<file path="src/rtl/moka_run_ctrl.sv">
// rtl/moka_run_ctrl.sv - run/halt sequencer gating the moka RV32 core enable
// Optional PC breakpoint halt is built when MOKA_RUN_CTRL_BP_EN is defined.
module moka_run_ctrl #(
  parameter int CNT_W     = 16,
  parameter bit RESET_RUN = 1'b0,
  parameter int XLEN      = 32
) (
  input  logic             clk,
  input  logic             rstn,
  input  logic             en,
  input  logic             cmd_valid,
  output logic             cmd_ready,
  input  logic [1:0]       cmd_op,
  input  logic [CNT_W-1:0] cmd_count,
  input  logic [XLEN-1:0]  pc_in,
  input  logic [XLEN-1:0]  bp_addr,
  input  logic             bp_valid,
  output logic             core_en,
  output logic             halted,
  output logic             done,
  output logic             cmd_err,
  output logic [1:0]       halt_cause,
  output logic [31:0]      cycle_cnt
);

  typedef enum logic [1:0] {
    S_HALTED = 2'd0,
    S_RUN    = 2'd1,
    S_STEP   = 2'd2,
    S_RUN_N  = 2'd3
  } state_e;

  localparam logic [1:0] OP_HALT  = 2'd0;
  localparam logic [1:0] OP_RUN   = 2'd1;
  localparam logic [1:0] OP_STEP  = 2'd2;
  localparam logic [1:0] OP_RUN_N = 2'd3;

  localparam logic [1:0] CAUSE_CMD  = 2'd1;
  localparam logic [1:0] CAUSE_DONE = 2'd2;
  localparam logic [1:0] CAUSE_BP   = 2'd3;

  localparam logic [CNT_W-1:0] CNT_ONE = CNT_W'(1);

  state_e           state_q;
  logic [CNT_W-1:0] remaining_q;
  logic [31:0]      cycle_cnt_q;
  logic [1:0]       halt_cause_q;
  logic             done_q;
  logic             cmd_err_q;
  logic             first_q;

  logic             accept;
  logic             bp_hit;
  logic [31:0]      cycle_cnt_d;

  assign accept = en && cmd_valid;

`ifdef MOKA_RUN_CTRL_BP_EN
  // first_q lets a resumed RUN execute the instruction sitting on the breakpoint.
  assign bp_hit = bp_valid && (pc_in == bp_addr) && !first_q &&
                  ((state_q == S_RUN) || (state_q == S_RUN_N));
`else
  logic unused_bp;
  assign unused_bp = ^{pc_in, bp_addr, bp_valid};
  assign bp_hit    = 1'b0;
`endif

  assign core_en     = en && (state_q != S_HALTED) && !bp_hit;
  assign cycle_cnt_d = core_en ? cycle_cnt_q + 32'd1 : cycle_cnt_q;

  always_ff @(posedge clk or negedge rstn) begin
    if (!rstn) begin
      state_q      <= RESET_RUN ? S_RUN : S_HALTED;
      remaining_q  <= '0;
      cycle_cnt_q  <= '0;
      halt_cause_q <= '0;
      done_q       <= 1'b0;
      cmd_err_q    <= 1'b0;
      first_q      <= 1'b1;
    end else if (!en) begin
      done_q    <= 1'b0;
      cmd_err_q <= 1'b0;
    end else begin
      done_q      <= 1'b0;
      cmd_err_q   <= 1'b0;
      cycle_cnt_q <= cycle_cnt_d;
      if (state_q == S_HALTED) begin
        if (accept) begin
          case (cmd_op)
            OP_RUN: begin
              state_q <= S_RUN;
              first_q <= 1'b1;
            end
            OP_STEP: begin
              state_q <= S_STEP;
              first_q <= 1'b1;
            end
            OP_RUN_N: begin
              if (cmd_count != '0) begin
                state_q     <= S_RUN_N;
                remaining_q <= cmd_count;
                first_q     <= 1'b1;
              end else begin
                done_q       <= 1'b1;
                halt_cause_q <= CAUSE_DONE;
              end
            end
            default: ;
          endcase
        end
      end else begin
        first_q <= 1'b0;
        if (accept && (cmd_op == OP_HALT)) begin
          state_q      <= S_HALTED;
          done_q       <= 1'b1;
          halt_cause_q <= CAUSE_CMD;
          remaining_q  <= '0;
        end else begin
          if (accept) begin
            cmd_err_q <= 1'b1;
          end
          if (bp_hit) begin
            state_q      <= S_HALTED;
            done_q       <= 1'b1;
            halt_cause_q <= CAUSE_BP;
            remaining_q  <= '0;
          end else if (state_q == S_STEP) begin
            state_q      <= S_HALTED;
            done_q       <= 1'b1;
            halt_cause_q <= CAUSE_DONE;
          end else if (state_q == S_RUN_N) begin
            remaining_q <= remaining_q - CNT_ONE;
            if (remaining_q == CNT_ONE) begin
              state_q      <= S_HALTED;
              done_q       <= 1'b1;
              halt_cause_q <= CAUSE_DONE;
            end
          end
        end
      end
    end
  end

  assign cmd_ready  = en;
  assign halted     = (state_q == S_HALTED);
  assign done       = done_q;
  assign cmd_err    = cmd_err_q;
  assign halt_cause = halt_cause_q;
  assign cycle_cnt  = cycle_cnt_q;

endmodule

</file>
<file path="config.mk">
export PLATFORM = sky130hd
export DESIGN_NAME = moka_run_ctrl
export DESIGN_NICKNAME = d
export VERILOG_FILES = /design/src/rtl/moka_run_ctrl.sv
export SDC_FILE = /design/constraint.sdc
export NUM_CORES = 1
export LEC_CHECK = 0
export BUFFER_PORTS_ARGS = -buffer_cell sky130_fd_sc_hd__buf_2
export CORE_ASPECT_RATIO = 0.5
export CORE_MARGIN = 5
export CORE_UTILIZATION = 48
export CTS_CLUSTER_SIZE = 14
export DETAILED_ROUTE_END_ITERATION = 6
export GPL_ROUTABILITY_DRIVEN = 0
export GPL_TIMING_DRIVEN = 1
export PLACE_DENSITY = 0.92
export SETUP_SLACK_MARGIN = 0.1
export SLEW_MARGIN = 5
export SYNTH_ARGS = -nofsm -noshare
export SYNTH_HDL_FRONTEND = slang
export SYNTH_SLANG_ARGS = --single-unit
</file>
<file path="constraint.sdc">
create_clock -name clk -period 2.13 [get_ports clk]
set_clock_uncertainty 0.05 [all_clocks]
set_input_delay 0.213 -clock clk [delete_from_list [all_inputs] [get_ports clk]]
set_output_delay 0.213 -clock clk [all_outputs]
set_load 0.03 [all_outputs]
</file>
; Word-level counts from Yosys, hierarchy flattened
; Cells that the tools add are included.
[classes]
n_reduce_logical = 14
n_addsub = 2
n_mux = 36
eq_ne = 13
[op_table]
columns = op, count
row1 = $mux 16, 7
row2 = $add 32x1->32 const B, 1
row3 = $mux 2, 15
row4 = $reduce_and 6->1, 3
row5 = $eq 16x1->1 const B, 1
row6 = $reduce_bool 16->1, 1
row7 = $sub 16x1->16 const B, 1
row8 = $mux 1, 13
row9 = $eq 2x2->1 const B, 4
row10 = $reduce_bool 4->1, 2
row11 = $ne 2x1->1 const B, 3
row12 = $ne 3x3->1 const B, 2
row13 = $pmux 2 s3, 1
row14 = $logic_not 2->1, 2
row15 = $ne 4x1->1 const B, 1
row16 = $logic_and 1x1->1, 3
row17 = $reduce_bool 3->1, 1
row18 = $eq 2x1->1 const B, 1
row19 = $ne 2x2->1 const B, 1
row20 = $reduce_and 2->1, 1
row21 = $reduce_bool 2->1, 1
[totals]
register_bits = 54
out_inout_bits = 39
wordCells = 71
inputBits = 87

; Longest topological paths before layout
[logic_depth]
depth_word = 7
depth_mapped = 8
mapped_depth_nobuf = 7

; Worst setup path before layout
; Ideal clock, no wire load.
[synth_path]
path_type = register to register
start = register remaining_q[2]
end = register remaining_q[15]
n_path_buf = 1
setup_ns = 0.125
stages_incl_launch_ff = 7
path_slack_ns = 0.165
t_required_ns = 1.955
synth_period_minus_slack_ns = 1.965
arrival_time_ns = 1.790
path_cell_list = dfrtp_1 -> or4_4 -> or3_1 -> buf_6 -> o41ai_2 -> a31o_2 -> o21ai_2
[synth_between]
elab_chain_len = 5
[synth_rtl]
columns = item, line_no
row1 = from (decl), 45  ; logic [CNT_W-1:0] remaining_q;
row2 = from (signal assigned), 101  ; remaining_q <= cmd_count;
row3 = from (signal assigned), 132  ; remaining_q <= remaining_q - CNT_ONE;
row4 = $sub 16x1->16, 132
row5 = $mux 16, 131  ; end else if (state_q == S_RUN_N) begin
row6 = $mux 16, 127  ; end else if (state_q == S_STEP) begin
row7 = $mux 16, 113  ; if (accept && (cmd_op == OP_HALT)) begin
row8 = $mux 16, 87  ; if (state_q == S_HALTED) begin
; No other way between the ends. The select of a mux whose other input is x is not followed.
; A chain may end at the register's enable or synchronous reset.

; Worst setup path after layout
[layout_path]
start = register remaining_q[1]
end = register remaining_q[15]
; The elaborated chain is that of the path after synthesis.

==> summary.txt <==
Sink Count = 54
nets = 447
Worst Reg2Reg Path Length in Cells = 5
max_cap viols = 0
register area = 1350 sq um
Syn Nets = 374
Cell Area, Placed = 3330 sq um
total global routing overflow = 0
Clock Root Buffer = clkbuf_16
vias in the first global route = 2504
P_leak = 1.67 nW
CTS max path bufs = 2
critical path type = reg -> reg
Ant. Diodes = 0
Fillers = 462
Metal-1 WL = 3060 microns
RR Startpoint = remaining_q[1]
Worst setup SP type = register
Mean Syn Cell Area = 10.1 sq um
Synth Instances = 284
Core Rows = 19
fin. max-slew vios = 0
cell area after layout = 3540 sq um
shortest period the worst path allows = 2050 ps
largest net degree at the start of global routing = 29
Vias/cell = 5.87
first-pass GRT wire length = 11900 microns
Final ANT Viol Nets = 0
DR vias = 2532
highest metal layer with signal wires = met4
status = completed
# DRC = 0
Worst IR Drop VDD = 0.000510 V
Critical Path Sink Type = register
share of the synthesized area in the top cell type = 0.469
Post-Place Setup Slack = 71.4 ps
worst reg2reg setup slack = 80 ps
DRT iter0 DRCs = 182
Worst-path clk slew = 70 ps
fin crit share = 0.964
top cell type by total area after synthesis = dfrtp_1
Netlist Area Pre-Place = 2880 sq um
post-synth cell types = 49
final WL = 7120 microns
register area share after synthesis = 0.469
fmax = 0.487 GHz
IO Pins = 126
Die Span X = 120 microns
port bufs = 60
core area = 5660 sq um
power per cell area = 1170 nW/um^2
Fin Setup TNS = 0 ps
Initial Utilization = 0.509
RSZ-0062 raised after global routing = yes
Worst Path Max Fanout = 8
Vert. Die Dim = 64.8 microns
Met2 Routed Length = 3570 microns
crit path to = remaining_q[15]
Pwr Total = 0.00415 W
footprint of the multi-input gates = 1470 sq um
Yosys reg bits = 54
WL/cell = 16.5 microns
CP arrival = 2180 ps
critical path startpoint = remaining_q[1]
cts bufs inserted = 5
worst hold path class = in -> reg
layout cell share with drive strength beyond 1 = 0.279
gr usage total = 0.187
Hold Vio Cnt, Final = 0
Worst EP required = 2260 ps
TritonCTS clock tree = done
final setup vio count = 0
Syn-to-layout area delta = 23.0%
yosys warns = 0
largest cells by area after synthesis = dfrtp_1, xnor2_1, nand3_1, nand2_1, o2bb2ai_1
dpl cells = 422
Final WS setup = 77.0 ps
Slew headroom = 0.603
H-tree depth = 2
Detail Placement HPWL = 5030 microns
worst r2r dst = remaining_q[15]
share of flip-flops with an asynchronous set or reset = 1.00
die area = 7740 sq um
clock latency on the worst-skew pair = 290 ps
Worst-Margin Slew = 595 ps
most used flip-flop cell after synthesis = dfrtp_1
DR pass1 iterations = 4
final cell count without fillers = 431
initial antenna violation count = 0
DR WL met3 = 402 microns
EDFF count, synth = 0
==> critical path, cell delays in order (launching register included) <==
cell and delay, ps:
dfrtp_1 400, or4_4 550, or3_4 420, o41ai_4 250, a31o_2 220, o21ai_2 50
==> metal layers <==
layer,track usage,vias to the layer above
li1,-,1190
met1,0.241,1251
met2,0.328,81
met3,0.0330,10
met4,0.0542,0
met5,0,-
==> cell families after synthesis <==
| family | share of synthesized area |
|---|---|
| muxes | 0.0109 |
| buffers and inverters | 0.0308 |
| AOI/OAI and AO/OA | 0.139 |
| DFF | 0.469 |
| and+or+nand+nor | 0.243 |
| xor gates and xnor gates | 0.0943 |
| adders and majority gates | 0.0130 |
==> cell usage in the layout, fill, tap and decap left out, types with 4 or more instances in the layout <==
cell type,count
buf_2,59
dfrtp_1,54
nand2_1,29
nand3_1,22
xnor2_1,22
nor2_1,20
buf_4,13
o2bb2ai_1,12
nand4_1,10
inv_1,9
xor2_1,9
a22oi_1,7
a21oi_1,7
and4_1,6
nor4_1,5
and3_1,5
o21ai_0,5
clkbuf_16,5
nor3_1,4
o31ai_1,4
==> metrics by stage <==
stage               utilization  hold slack (ps)
finish                    0.626              161
global route              0.626              166
CTS                       0.623              161
detailed placement        0.588              206
global placement          0.588              199
floorplan                     -             -133
==> sequential cells by signal, summed over array words and instances (netlist names) <==
signal       count
done             1
state_q          2
cmd_err          1
cycle_cnt       32
remaining_q     16
halt_cause       2
==> power breakdown <==
group | leakage, nW | switching (W) | internal (W)
registers | 0.708 | 0.000279 | 0.00126
logic | 0.875 | 0.00101 | 0.000647
clock network | 0.0819 | 0.000393 | 0.000564
==> how the worst min path moves through the flow <==
stage	from	to	slack, ps	depth (start not counted)
after floorplan	rstn	cmd_err	-130	0
after global placement	rstn	cycle_cnt[8]	200	1
after detailed placement	rstn	cycle_cnt[10]	210	1
after CTS	cmd_valid	cmd_err	160	2
after global routing	cmd_valid	cmd_err	170	2
final	cmd_valid	cmd_err	160	2
==> Yosys cell counts, types with 3 or more instances <==
master and n:
and3_1 5, nand3_1 22, nand4_1 10, buf_2 5, o2bb2ai_1 12, inv_1 9, o211ai_1 3, o31ai_1 4
nor4_1 5, a32oi_1 3, xor2_1 9, or4_1 3, xnor2_1 22, dfrtp_1 54, nand2_1 29, ha_1 3
nor2_1 21, nor3_1 5, and4_1 6, a21oi_1 8, o21ai_0 5, a22oi_1 7
==> repair_timing <==
action | CTS | global route
resized for setup | 2 | 5
hold buffers | 1 | 0
buffers inserted | 0 | 0
setup endpoints to repair | 3 | 17
pin swaps | 0 | 1
endpoints found under the hold margin | 26 | 0
==> final cells by class <==
type / instances / share of cell area
clock inverters: 3 / 0.0138
repair buffers: 75 / 0.119
multi-input cells: 211 / 0.414
flip-flops and latches: 54 / 0.381
inverters: 10 / 0.0106
clock buffers: 5 / 0.0353
well taps: 73 / 0.0258
No activity file was read; power rests on OpenSTA's default activity.
